==> src/rtl/pdm_interp_pkg.sv <==
// Shared audio definitions for the sample path feeding the PDM modulator.
package pdm_interp_pkg;

   localparam int         AUDIO_WIDTH    = 8;
   localparam logic [7:0] AUDIO_MIDSCALE = 8'h80;
   localparam int         SAMPLE_DIV     = 1000;

endpackage

==> src/rtl/pdm_interp.sv <==
// Linear interpolator: ramps an offset-binary sample from its previous value to each
// new input in 2^STEP_LOG2 steps, paced by step_en, ahead of the PDM modulator.
module pdm_interp
   import pdm_interp_pkg::*;
#(
   parameter int INPUT_WIDTH = AUDIO_WIDTH,
   parameter int STEP_LOG2   = 4,
   parameter bit SIGNED_IN   = 1'b1
) (
   input  logic                   clk,
   input  logic                   reset,
   input  logic [INPUT_WIDTH-1:0] sample_in,
   input  logic                   sample_valid,
   input  logic                   step_en,
   output logic [INPUT_WIDTH-1:0] sample_out,
   output logic                   ramp_active,
   output logic                   overrun
);

   localparam int W  = INPUT_WIDTH;
   localparam int S  = STEP_LOG2;
   localparam int AW = W + S;

   localparam logic [W-1:0] MIDSCALE = {1'b1, {(W-1){1'b0}}};
   localparam logic [S:0]   PH_LAST  = {1'b0, {S{1'b1}}};

   typedef enum logic {
      IDLE = 1'b0,
      RAMP = 1'b1
   } state_t;

   state_t               state;
   logic [AW-1:0]        acc;
   logic signed [W:0]    delta;
   logic [S:0]           phase;

   logic [W-1:0]         tgt;
   logic signed [W:0]    delta_new;
   logic [AW-1:0]        delta_ext;

   always_comb begin
      tgt       = SIGNED_IN ? (sample_in ^ MIDSCALE) : sample_in;
      delta_new = $signed({1'b0, tgt}) - $signed({1'b0, sample_out});
      // Sign extension to the accumulator width; the add wraps modulo 2^AW by design.
      delta_ext = {{(S-1){delta[W]}}, delta};
   end

   always_ff @(posedge clk) begin
      if (reset) begin
         acc     <= {MIDSCALE, {S{1'b0}}};
         delta   <= '0;
         phase   <= '0;
         state   <= IDLE;
         overrun <= 1'b0;
      end else begin
         overrun <= 1'b0;
         if (sample_valid) begin
            acc     <= {sample_out, {S{1'b0}}};
            delta   <= delta_new;
            phase   <= '0;
            state   <= RAMP;
            overrun <= (state == RAMP);
         end else if (step_en && state == RAMP) begin
            acc   <= acc + delta_ext;
            phase <= phase + 1'b1;
            if (phase == PH_LAST)
               state <= IDLE;
         end
      end
   end

   assign sample_out  = acc[AW-1:S];
   assign ramp_active = (state == RAMP);

endmodule

==> config.mk <==
export PLATFORM = sky130hd
export DESIGN_NAME = pdm_interp
export DESIGN_NICKNAME = d
export VERILOG_FILES = /design/src/rtl/pdm_interp_pkg.sv /design/src/rtl/pdm_interp.sv
export SDC_FILE = /design/constraint.sdc
export NUM_CORES = 1
export LEC_CHECK = 0
export ABC_AREA = 1
export CELL_PAD_IN_SITES_DETAIL_PLACEMENT = 1
export CELL_PAD_IN_SITES_GLOBAL_PLACEMENT = 2
export CORE_ASPECT_RATIO = 1.2
export CORE_MARGIN = 2
export CORE_UTILIZATION = 33
export CTS_CLUSTER_SIZE = 20
export DETAILED_ROUTE_END_ITERATION = 10
export PLACE_DENSITY_LB_ADDON = 0.1
export SETUP_SLACK_MARGIN = 0.3
export SYNTH_ARGS = -nofsm -noshare
export SYNTH_HDL_FRONTEND = slang
export SYNTH_SLANG_ARGS = --single-unit
==> constraint.sdc <==
create_clock -name clk -period 5.4 [get_ports clk]
set_clock_uncertainty 0.2 [all_clocks]
set_input_delay 0.54 -clock clk [delete_from_list [all_inputs] [get_ports clk]]
set_output_delay 0.54 -clock clk [all_outputs]
set_load 0.02 [all_outputs]
# Word level (Yosys, flattened, before mapping)
# Index checks and enable logic that the tools add are counted.
[word_totals]
input_bits = 12
word_cells = 22
latchBits = 0
romBits = 0
output_inout_bits = 10
ram_bits = 0
regBits = 28
memories = 0
[op_classes]
add_sub_neg = 3
magnitude_cmp = 0
n_mux = 3
n_bitwise = 2
div = 0
n_mul = 0
shift = 0
eq_ne = 1
n_reduce_logical = 7
[op_table]
columns = ["operator", "count"]
rows = [
  ["adder 12 bit", 1],
  ["subtractor 8 x 8 -> 9 bit", 1],
  ["adder 5 x 1 -> 5 bit, second input constant", 1],
  ["== test 5 x 4 -> 1 bit, second input constant", 1],
  ["AND reduction 2 bit", 2],
  ["nonzero test 2 bit", 2],
  ["OR reduction 2 bit", 2],
  ["two-way mux 1 bit", 3],
  ["inverter 1 bit", 2],
  ["logical AND 1 bit", 1],
]

# Longest topological paths before layout
[logic_depth]
ltp_word = 4
depth_mapped = 11
depth_no_buf = 11

# Worst setup path after synthesis
# OpenSTA, ideal clock, no wires.
[synth_timing]
path_kind = "input -> register"
startpoint = "input sample_in[0]"
endpoint = "register delta[8]"
path_buffers = 0
t_required_ns = 5.084
stages = 9
arrival_ns = 1.638
setup_slack_ns = 3.446
setup_time_ns = 0.116
path_cell_list = "inv_1 -> ha_1 -> fa_1 -> inv_1 -> nand4_1 -> o211ai_1 -> nand2_1 -> o21ai_1 -> nand2_1"
[synth_via]
elab_chain_cells = 1
[synth_lines]
columns = ["element", "line_no", "rtl"]
rows = [
  ["from (decl)", "pdm_interp.sv:12", "input logic [INPUT_WIDTH-1:0] sample_in,"],
  ["subtractor 8 x 8 -> 9 bit", "pdm_interp.sv:43", "delta_new = $signed({1'b0, tgt}) - $signed({1'b0, sample_out});"],
  ["to (signal assigned)", "pdm_interp.sv:59", "delta <= delta_new;"],
  ["to (decl)", "pdm_interp.sv:34", "logic signed [W:0] delta;"],
]
# Every way passes these cells.
# A chain may end at the register's enable or synchronous reset.

# Worst setup path after layout
# Same ends and word-level chain as after synthesis.

==> results.md <==
* Syn Std Cell Area at 2073 um^2
* Req. time, crit path at 5.37 ns
* Fin util at 39.04%
* WHS Path Cells at 2
* IO buf count at 21
* Static leakage at 1.182 nW
* DRT Pass-1 Iters at 4
* Io pins at 22
* Setup Viol. Count Final at 0
* Core region area at 6051 um^2
* Initial core utilization at 34.26%
* Fin. max-slew vios at 0
* Reg2reg start: acc[0]
* Status: finished clean
* Final HPWL DP at 4.685 mm
* CTS tree: done
* Distinct cells, synth at 24
* CP endpoint kind: register
* Slew @ Worst Pin at 0.6302 ns
* Yosys warns at 0
* Placed Cells at 407
* Final min period at 2.276 ns
* Hold EP: phase[2]
* Crit path kind: in -> reg
* Syn Area/Cell at 6.603 um^2
* Cell breakdown of the critical path: clkdlybuf4s50_1 > inv_1 > ha_1 > fa_1 > inv_1 > nand4_1 > o211ai_1 > nand2_1 > o21ai_1 > nand2_1
* Nets at 365
* Final Non-Filler Cells at 411
* Site Rows at 31
* Setup ws final at 3.124 ns
* Final period utilization at 42.16%
* Vias in the first global route at 1,990
* Reg clk slew, reported paths at 0.10 ns
* Remaining Overflow, GRT at 0
* Reg2Reg Setup Slack at 3.45 ns
* Min-Delay Path Class: reg -> reg
* Via count at 1,928
* Endpoints failing hold at 0
* Max rail drop VDD at 0.1159 mV
* Worst reg2reg endpoint: acc[8]
* Worst Path Arrival at 2.25 ns
* Worst path max stage delay at 0.45 ns
* Antenna Cells at 0
* First-pass GRT wire length at 9.384 mm
* PD cells at 211.2 nW/um^2
* DRC violations left at 0
* Setup TNS at 0 ns
* Relative slew slack at 57.94%
* CP max FO at 4
* CP max stage cell: clkdlybuf4s50_1
* Post-route ant nets at 0
* Worst Reg-to-Reg Cells at 10
* Worst-Skew Late Latency at 0.28 ns
* CTS hold repair buffers at 0
* CTS Root Cell: clkbuf_8
* Max-cap check violation count at 0
* RSZ-0062 raised after global routing: no
* Num CTS Buffers at 3
* Post-cts sizing count at 0
* Syn Nets at 349
* Post-Route WL at 5.534 mm
* Initial antenna violation count at 0
* Fmax at 0.4393 GHz
* Die Y at 90.83 um
* Post-synthesis cell count at 314
* CP Launch Type: primary input
* CTS sink count at 28
* Layout cells sized above 1 at 4.559%
* Post-CTS Setup Bufs at 0
* Post-DR wirelength/cell at 13.46 um
* Htree depth at 1
* Vias per inst at 4.691
* Max clock buf depth at 2
* Largest net degree at the start of global routing at 19
* Placer Congestion at 0.7759
* Gr usage total at 16.63%
* Hold path startpoint: phase[2]
* DR iter-0 viols at 34
* Flops & latches, synth at 28
* Die Width at 76.36 um
* Die area at 6935 um^2
* Area grow syn2layout at 13.94%
* Pre-CTS setup slack at 2.816 ns
* Sequential share of the synthesized area at 27.04%
[cell usage after synthesis, drive strengths merged]
master / count / share of area, %
nand2: 82 / 15
inv: 61 / 11
dfxtp: 28 / 27
nand3: 28 / 7.0
a21oi: 26 / 6.5
nor2: 22 / 4.9
ha: 21 / 13
o21ai: 20 / 4.8
buf: 10 / 3.8
nand4: 7 / 2.1
fa: 2 / 1.9
o211ai: 2 / 0.72
xnor2: 2 / 0.85
a211oi: 1 / 0.60
o21bai: 1 / 0.36
xor2: 1 / 0.42
[metal layers]
layer	routed length, um	global-route usage [%]	vias to the layer above
met5	0	0	-
met3	100	2.100	5
met2	2899	31.49	20
li1	-	-	1022
met1	2495	19.95	881
met4	39	3.182	0
[kinds of logic (layout without fill, tap and decap cells)]
kind of cell,Yosys count,count (layout),synth area share (%)
adders and majority gates,23,23,14.60
DFF,28,28,27.04
AOI/OAI and AO/OA,50,50,12.97
and+or+nand+nor,139,139,29.27
buffers and inverters,71,86,14.85
xor gates and xnor gates,3,3,1.268
[cell type report]
cell class	count	area, um^2
flip-flops and latches	28	560.5
clock buffers	4	55.05
multi-input cells	215	1205
well taps	82	102.6
fillers	829	3689
inverters	61	229.0
repair buffers	21	210.2
[registers in the layout (all words and copies together) (netlist names)]
register,cells
acc,12
delta,9
overrun,1
phase,5
ramp_active,1
[critical path: cells and delay by family]
kind            cells  cell delay [ns]
fa+ha+maj           2             0.58
compound gates      2             0.25
simple gates        3             0.28
buf+inv             3             0.61
[power breakdown]
group	internal, W	switching (W)
clock network	0.0000654	0.0000698
logic	0.0000529	0.0000797
registers	0.000219	0.0000118
[how the worst max path moves through the flow]
stage | startpoint | end | slack, ns | cells after the start
5_1_grt | sample_in[0] | delta[8] | 3.01 | 10
3_3_place_gp | sample_in[0] | delta[8] | 2.89 | 10
3_5_place_dp | sample_in[0] | delta[8] | 2.82 | 10
4_1_cts | sample_in[0] | delta[8] | 3.11 | 10
2_1_floorplan | sample_in[0] | delta[8] | 3.45 | 9
6_report | sample_in[0] | delta[8] | 3.12 | 10
[stage by stage]
step	power (W)	area [um^2]	hold WS, ns
floorplan	0.0003282	2073	0.2300
finish	0.0004989	2362	0.2688
global route	0.0005319	2362	0.2994
detailed placement	0.0003705	2307	0.2558
global placement	0.0003684	2307	0.2491
CTS	0.0005081	2362	0.2742
[layout by cell type (no fill, tap or decap), types with 3 or more instances in the layout]
cell	instances
nand2_1	81
inv_1	58
dfxtp_1	28
nand3_1	27
a21oi_1	25
ha_1	21
clkdlybuf4s50_1	21
nor2_1	18
o21ai_0	17
nand4_1	7
clkbuf_8	4
inv_2	3
o21ai_1	3
Power figures use the tool's default switching activity.
